--- config.mk ---
export PLATFORM = sky130hd
export DESIGN_NAME = mult_hilo_ctrl
export DESIGN_NICKNAME = d
export VERILOG_FILES = /design/src/rtl/mult_ctrl_pkg.sv /design/src/rtl/mult_watchdog.sv /design/src/rtl/mult_hilo_ctrl.sv
export SDC_FILE = /design/constraint.sdc
export NUM_CORES = 1
export LEC_CHECK = 0
export ABC_AREA = 1
export CAP_MARGIN = 20
export CORE_MARGIN = 2
export CORE_UTILIZATION = 42
export CTS_CLUSTER_SIZE = 40
export DETAILED_ROUTE_END_ITERATION = 8
export PLACE_DENSITY = 0.8
export SETUP_SLACK_MARGIN = 0.02
export SYNTH_ARGS = -nofsm -noshare
export SYNTH_HDL_FRONTEND = slang
export SYNTH_HIERARCHICAL = 1
export SYNTH_SLANG_ARGS = --single-unit
--- constraint.sdc ---
create_clock -name clk -period 3.1 [get_ports clk]
set_clock_uncertainty 0.15 [all_clocks]
set_input_delay 0.62 -clock clk [delete_from_list [all_inputs] [get_ports clk]]
set_output_delay 0.62 -clock clk [all_outputs]
set_load 0.005 [all_outputs]
--- src/rtl/mult_ctrl_pkg.sv ---
// ----------------------------------------------------------------------------
// mult_ctrl_pkg
//
// Shared definitions for the HI/LO multiply sequencing controller:
//   - state_t        : controller FSM states (IDLE, START, WAIT)
//   - W_DEF          : default operand width (product and HI:LO are 2*W)
//   - TIMEOUT_CYCLES_DEF : default watchdog limit, in WAIT cycles
//   - cnt_width()    : width of a counter that spans 0 .. limit-1
//   - CNT_W_DEF      : watchdog counter width for the default limit
//
// Optional feature macro used by the users of this package: MULT_TIMEOUT_EN.
// ----------------------------------------------------------------------------
package mult_ctrl_pkg;

    localparam int W_DEF              = 16;
    localparam int TIMEOUT_CYCLES_DEF = 64;

    typedef enum logic [1:0] {
        IDLE  = 2'd0,
        START = 2'd1,
        WAIT  = 2'd2
    } state_t;

    // Bits needed to count 0 .. limit-1; never narrower than one bit.
    function automatic int cnt_width(input int limit);
        if (limit < 2) begin
            return 1;
        end
        else begin
            return $clog2(limit);
        end
    endfunction

    localparam int CNT_W_DEF = cnt_width(TIMEOUT_CYCLES_DEF);

endpackage

--- src/rtl/mult_watchdog.sv ---
// ----------------------------------------------------------------------------
// mult_watchdog
//
// Counts consecutive cycles spent waiting for the multiplier. The count
// restarts whenever count_en drops. expire is asserted during the
// TIMEOUT_CYCLES-th consecutive enabled cycle, so the controller can leave
// WAIT on that cycle's edge.
//
// Ports:
//   clk       in   clock, rising edge
//   rst       in   asynchronous active-high reset
//   count_en  in   controller is in WAIT this cycle
//   expire    out  this is the last permitted WAIT cycle
//
// Only instantiated when MULT_TIMEOUT_EN is defined.
// ----------------------------------------------------------------------------
module mult_watchdog
    import mult_ctrl_pkg::*;
#(
    parameter int TIMEOUT_CYCLES = TIMEOUT_CYCLES_DEF
) (
    input  logic clk,
    input  logic rst,
    input  logic count_en,
    output logic expire
);

    localparam int             CNT_W = cnt_width(TIMEOUT_CYCLES);
    localparam logic [CNT_W-1:0] LAST  = CNT_W'(TIMEOUT_CYCLES - 1);

    logic [CNT_W-1:0] cnt_r;

    // Wait-cycle counter: saturates at LAST, cleared whenever not waiting.
    always_ff @(posedge clk or posedge rst) begin
        if (rst) begin
            cnt_r <= {CNT_W{1'b0}};
        end
        else if (!count_en) begin
            cnt_r <= {CNT_W{1'b0}};
        end
        else if (cnt_r != LAST) begin
            cnt_r <= cnt_r + {{(CNT_W-1){1'b0}}, 1'b1};
        end
        else begin
            cnt_r <= cnt_r;
        end
    end

    assign expire = count_en & (cnt_r == LAST);

endmodule

--- src/rtl/mult_hilo_ctrl.sv ---
// ----------------------------------------------------------------------------
// mult_hilo_ctrl
//
// Gives the pipeline access to the shared shift-add multiplier. A MULT
// request is accepted in IDLE (mult_ack pulse, operands latched), the
// multiplier is started for exactly one cycle (START), and the controller
// then waits (WAIT) for done1 before capturing produto into HI/LO.
// MFHI/MFLO/MTHI/MTLO are served from IDLE; while a multiply is in flight
// any HI/LO access stalls the pipeline and MTHI/MTLO are not applied.
//
// Ports:
//   clk, rst              clock / asynchronous active-high reset
//   mult_req, mult_a/b    multiply request and operands (held until ack)
//   mult_ack              one-cycle acceptance pulse
//   mf_hi, mf_lo          read HI / LO (mf_hi wins), data on rd_data
//   mt_hi, mt_lo, wr_data write HI / LO
//   rd_data               combinational read data
//   stall                 hold the current HI/LO instruction
//   busy                  multiply in flight
//   err                   sticky watchdog timeout flag
//   St, mndo, mdor        start pulse and operands to the multiplier
//   done1, produto        multiplier completion level and product
//
// Optional feature: define MULT_TIMEOUT_EN to add a WAIT watchdog that
// abandons a multiply after TIMEOUT_CYCLES WAIT cycles and sets err.
// Without it, err is tied low and WAIT lasts until done1.
// ----------------------------------------------------------------------------
module mult_hilo_ctrl
    import mult_ctrl_pkg::*;
#(
    parameter int W              = W_DEF,
    parameter int TIMEOUT_CYCLES = TIMEOUT_CYCLES_DEF
) (
    input  logic           clk,
    input  logic           rst,
    input  logic           mult_req,
    input  logic [W-1:0]   mult_a,
    input  logic [W-1:0]   mult_b,
    output logic           mult_ack,
    input  logic           mf_hi,
    input  logic           mf_lo,
    input  logic           mt_hi,
    input  logic           mt_lo,
    input  logic [W-1:0]   wr_data,
    output logic [W-1:0]   rd_data,
    output logic           stall,
    output logic           busy,
    output logic           err,
    output logic           St,
    output logic [W-1:0]   mndo,
    output logic [W-1:0]   mdor,
    input  logic           done1,
    input  logic [2*W-1:0] produto
);

    // Reject nonsensical configurations at elaboration time.
    if (W < 1 || TIMEOUT_CYCLES < 2) begin : g_param_check
        $error("mult_hilo_ctrl: W must be >= 1 and TIMEOUT_CYCLES >= 2");
    end

    state_t         state_r;
    state_t         state_s;
    logic           accept_s;
    logic           capture_s;
    logic           expire_s;
    logic           hilo_op_s;
    logic [W-1:0]   hi_r;
    logic [W-1:0]   lo_r;
    logic [W-1:0]   mndo_r;
    logic [W-1:0]   mdor_r;

`ifdef MULT_TIMEOUT_EN
    logic           timeout_s;
    logic           err_r;

    mult_watchdog #(
        .TIMEOUT_CYCLES (TIMEOUT_CYCLES)
    ) u_watchdog (
        .clk      (clk),
        .rst      (rst),
        .count_en (state_r == WAIT),
        .expire   (expire_s)
    );

    // done1 on the expiring cycle still wins: the product is captured.
    assign timeout_s = (state_r == WAIT) & ~done1 & expire_s;

    // Sticky timeout flag; a fresh acceptance starts a clean operation.
    always_ff @(posedge clk or posedge rst) begin
        if (rst) begin
            err_r <= 1'b0;
        end
        else if (accept_s) begin
            err_r <= 1'b0;
        end
        else if (timeout_s) begin
            err_r <= 1'b1;
        end
        else begin
            err_r <= err_r;
        end
    end

    assign err = err_r;
`else
    assign expire_s = 1'b0;
    assign err      = 1'b0;
`endif

    // FSM state register.
    always_ff @(posedge clk or posedge rst) begin
        if (rst) begin
            state_r <= IDLE;
        end
        else begin
            state_r <= state_s;
        end
    end

    // Next-state and transfer strobes. done1 is only meaningful in WAIT:
    // in IDLE/START it may still be high from the previous operation.
    always_comb begin
        state_s   = state_r;
        accept_s  = 1'b0;
        capture_s = 1'b0;
        case (state_r)
            IDLE: begin
                if (mult_req) begin
                    accept_s = 1'b1;
                    state_s  = START;
                end
                else begin
                    state_s  = IDLE;
                end
            end
            START: begin
                state_s = WAIT;
            end
            WAIT: begin
                if (done1) begin
                    capture_s = 1'b1;
                    state_s   = IDLE;
                end
                else if (expire_s) begin
                    state_s   = IDLE;
                end
                else begin
                    state_s   = WAIT;
                end
            end
            default: begin
                state_s = IDLE;
            end
        endcase
    end

    // Operand latches toward the multiplier; stable for the whole operation.
    always_ff @(posedge clk or posedge rst) begin
        if (rst) begin
            mndo_r <= {W{1'b0}};
            mdor_r <= {W{1'b0}};
        end
        else if (accept_s) begin
            mndo_r <= mult_a;
            mdor_r <= mult_b;
        end
        else begin
            mndo_r <= mndo_r;
            mdor_r <= mdor_r;
        end
    end

    // Architectural HI/LO. Moves are honoured only in IDLE, including the
    // cycle a multiply is accepted (the product overwrites them later).
    always_ff @(posedge clk or posedge rst) begin
        if (rst) begin
            hi_r <= {W{1'b0}};
            lo_r <= {W{1'b0}};
        end
        else if (capture_s) begin
            hi_r <= produto[2*W-1:W];
            lo_r <= produto[W-1:0];
        end
        else if (state_r == IDLE) begin
            if (mt_hi) begin
                hi_r <= wr_data;
            end
            if (mt_lo) begin
                lo_r <= wr_data;
            end
        end
        else begin
            hi_r <= hi_r;
            lo_r <= lo_r;
        end
    end

    assign hilo_op_s = mf_hi | mf_lo | mt_hi | mt_lo;

    assign mult_ack  = accept_s;
    assign St        = (state_r == START);
    assign busy      = (state_r != IDLE);
    assign stall     = busy & hilo_op_s;
    assign mndo      = mndo_r;
    assign mdor      = mdor_r;
    assign rd_data   = mf_hi ? hi_r : lo_r;

endmodule

==> results.md <==
* H-tree levels at 3
* Fin Setup TNS at 0 ns
* Drt drc at 0
* Syn Inst Count at 432
* Number of nets produced by synthesis at 520
* Critical path peak fanout at 17
* Final wirelength at 9.37 mm
* Yosys top cell by area: dfrtp_1
* Commonest non-fill, non-tap cell in the layout: nand2_1
* Clk root buf: clkbuf_8
* Post-CTS resize count at 0
* Vias per inst at 4.90
* CP required at 2.33 ns
* Die Width at 91.4 um
* RSZ-0062 raised after global routing: no
* Top cell type's share of synthesized area at 51.4%
* Vias in the first global route at 3237
* Final Wtd Congestion at between 0.7 and 0.8
* Critical Path Sink Type: primary output
* Post-Synthesis Cell Area at between 3000 and 4000 um^2
* Die Area at 8360 um^2
* Share of cells above drive strength 1 at 6.49%
* Post-DP Area at 4650 um^2
* CTS tree: built
* Final nets at 653
* Final setup viols at 0
* Largest net degree at the start of global routing at between 60 and 70
* HP Class: reg2reg
* Port Buffers at 139
* Status: completed
* MaxCap Viol Count at 0
* Hpwl dp at roughly 6.6 mm
* TritonCTS Buffers at 9
* Ant. Diodes at 0
* Most frequent cells in the layout: nand2_1, clkdlybuf4s50_1, dfrtp_1
* Post-synthesis sequential area ratio at between 50% and 60%
* GRT overflow at 0
* Arr. time, crit path at 2.09 ns
* DRT iter0 DRCs at 153
* Core outline area at 7330 um^2
* Fmax at 0.349 GHz
* Number of synthesized register bits at 66
* DR pass1 iterations at 5
* ANT nets after route at 0
* Final Slew Violations at 0
* Cts hold-fix bufs at 0
* Gr usage total at 22.8%
* Layout area overhead at 52.8%
* Longest Clk Path Bufs at 2
* I/O pin cnt at 141
* Initial Util at 43.8%
* Post-CTS setup repair buffer count at 0
* VDD IR max at 499 uV
* Avg Inst Size Synth at 7.43 um^2
* First-pass GRT wire length at 15.0 mm
* Clk_lat worst skew at between 0.3 and 0.4 ns
* Number of distinct library cells after synthesis at 20
* Initial antenna violation count at 0
* Clock transition at the registers of the reported paths at 0.07 ns
* Worst Setup Start Kind: input port
* Leak at about 0.0025 uW
* Final hold vios at 0
* Rows at 31
* Tcrit/Tclk final at 92.4%
* PwrDens at 869 nW/um^2
* CP Class: in2out
* Tmin final at ~2.9 ns
* CTS sink count at 66
* Via count at ~3300
* WL/cell at 14.0 um
* Post-route cell area at a little under 5000 um^2
* Synth Warn # at 6
* Synth top area cells: dfrtp_1, nand2_1, nand4_1
* Die Span Y at 91.4 um
==> area by class of cell <==
| class | instances | area, um^2 |
|---|---|---|
| fill | 593 | 2430 |
| clock inverter | 5 | 100 |
| clock buffer | 11 | 151 |
| tap | 99 | 124 |
| timing repair buffer | 148 | 1470 |
| multi-input combinational | 333 | 1380 |
| inverter | 7 | 26.3 |
| sequential | 66 | 1650 |
==> registers in the layout (all words and copies together), names as in the netlist <==
signal	cells
hi_r	16
lo_r	16
mdor	16
mndo	16
state_r	2
==> worst max-delay path, stage by stage <==
cell and delay, ns:
clkdlybuf4s50_1 0.50, clkinv_1 0.07, buf_4 0.20, a21oi_1 0.18, clkdlybuf4s50_1 0.51
==> final timing paths <==
| path | start | to | slack (ns) | cells after the start |
|---|---|---|---|---|
| max in group asynchronous | rst | lo_r[9] | 2.01 | 3 |
| worst max register to register | state_r[1] | lo_r[8] | 1.01 | 6 |
| min in group asynchronous | rst | mndo[6] | 0.53 | 3 |
| worst min register to register | hi_r[0] | hi_r[0] | 0.33 | 2 |
| worst min-delay path | hi_r[0] | hi_r[0] | 0.33 | 2 |
| worst max-delay path | mf_hi | stall | 0.24 | 5 |
==> per-layer routing <==
| layer | share of wire, % | up-vias | GRT usage [%] |
|---|---|---|---|
| met5 | 0 | - | 0 |
| met3 | 9.5 | 25 | 6.39 |
| li1 | - | 1611 | - |
| met2 | 46 | 179 | 36.7 |
| met1 | 43 | 1461 | 28.6 |
| met4 | 2.2 | 0 | 9.72 |
==> where the power goes <==
group | total (uW) | internal [uW] | switching [uW]
Clock | 887 | 575 | 312
Combinational | 1870 | 937 | 930
Sequential | 1510 | 1270 | 234
==> stage by stage <==
stage	util, %	worst slack, ns	power, uW	cells	hold slack (ns)
2_1_floorplan	-	0.675	2420	432	0.299
3_3_place_gp	63.5	0.262	3330	653	0.311
3_5_place_dp	63.5	0.251	3390	653	0.315
4_1_cts	66.9	0.242	4300	669	0.334
5_1_grt	66.9	0.185	4580	669	0.347
6_report	66.9	0.236	4260	669	0.329
==> synthesized netlist by cell type (all sizes together) <==
library cell	number
inv	6
nand4	32
nor3	1
dfrtp	66
clkbuf	3
buf	23
clkinv	1
nor2	2
nand2	294
nand3	1
a21oi	1
o21bai	1
conb	1
==> cells by family (layout without fill, tap and decap cells) <==
group | after synthesis | count (layout) | share of synthesized area [%]
AND/OR/NAND/NOR | 330 | 330 | 42.5
buffers and inverters | 33 | 171 | 5.57
flip-flops | 66 | 66 | 51.4
AO/OA/AOI/OAI | 2 | 2 | 0.390
other | 1 | 1 | 0.117
Note: power is estimated with default switching activity, not from simulation.
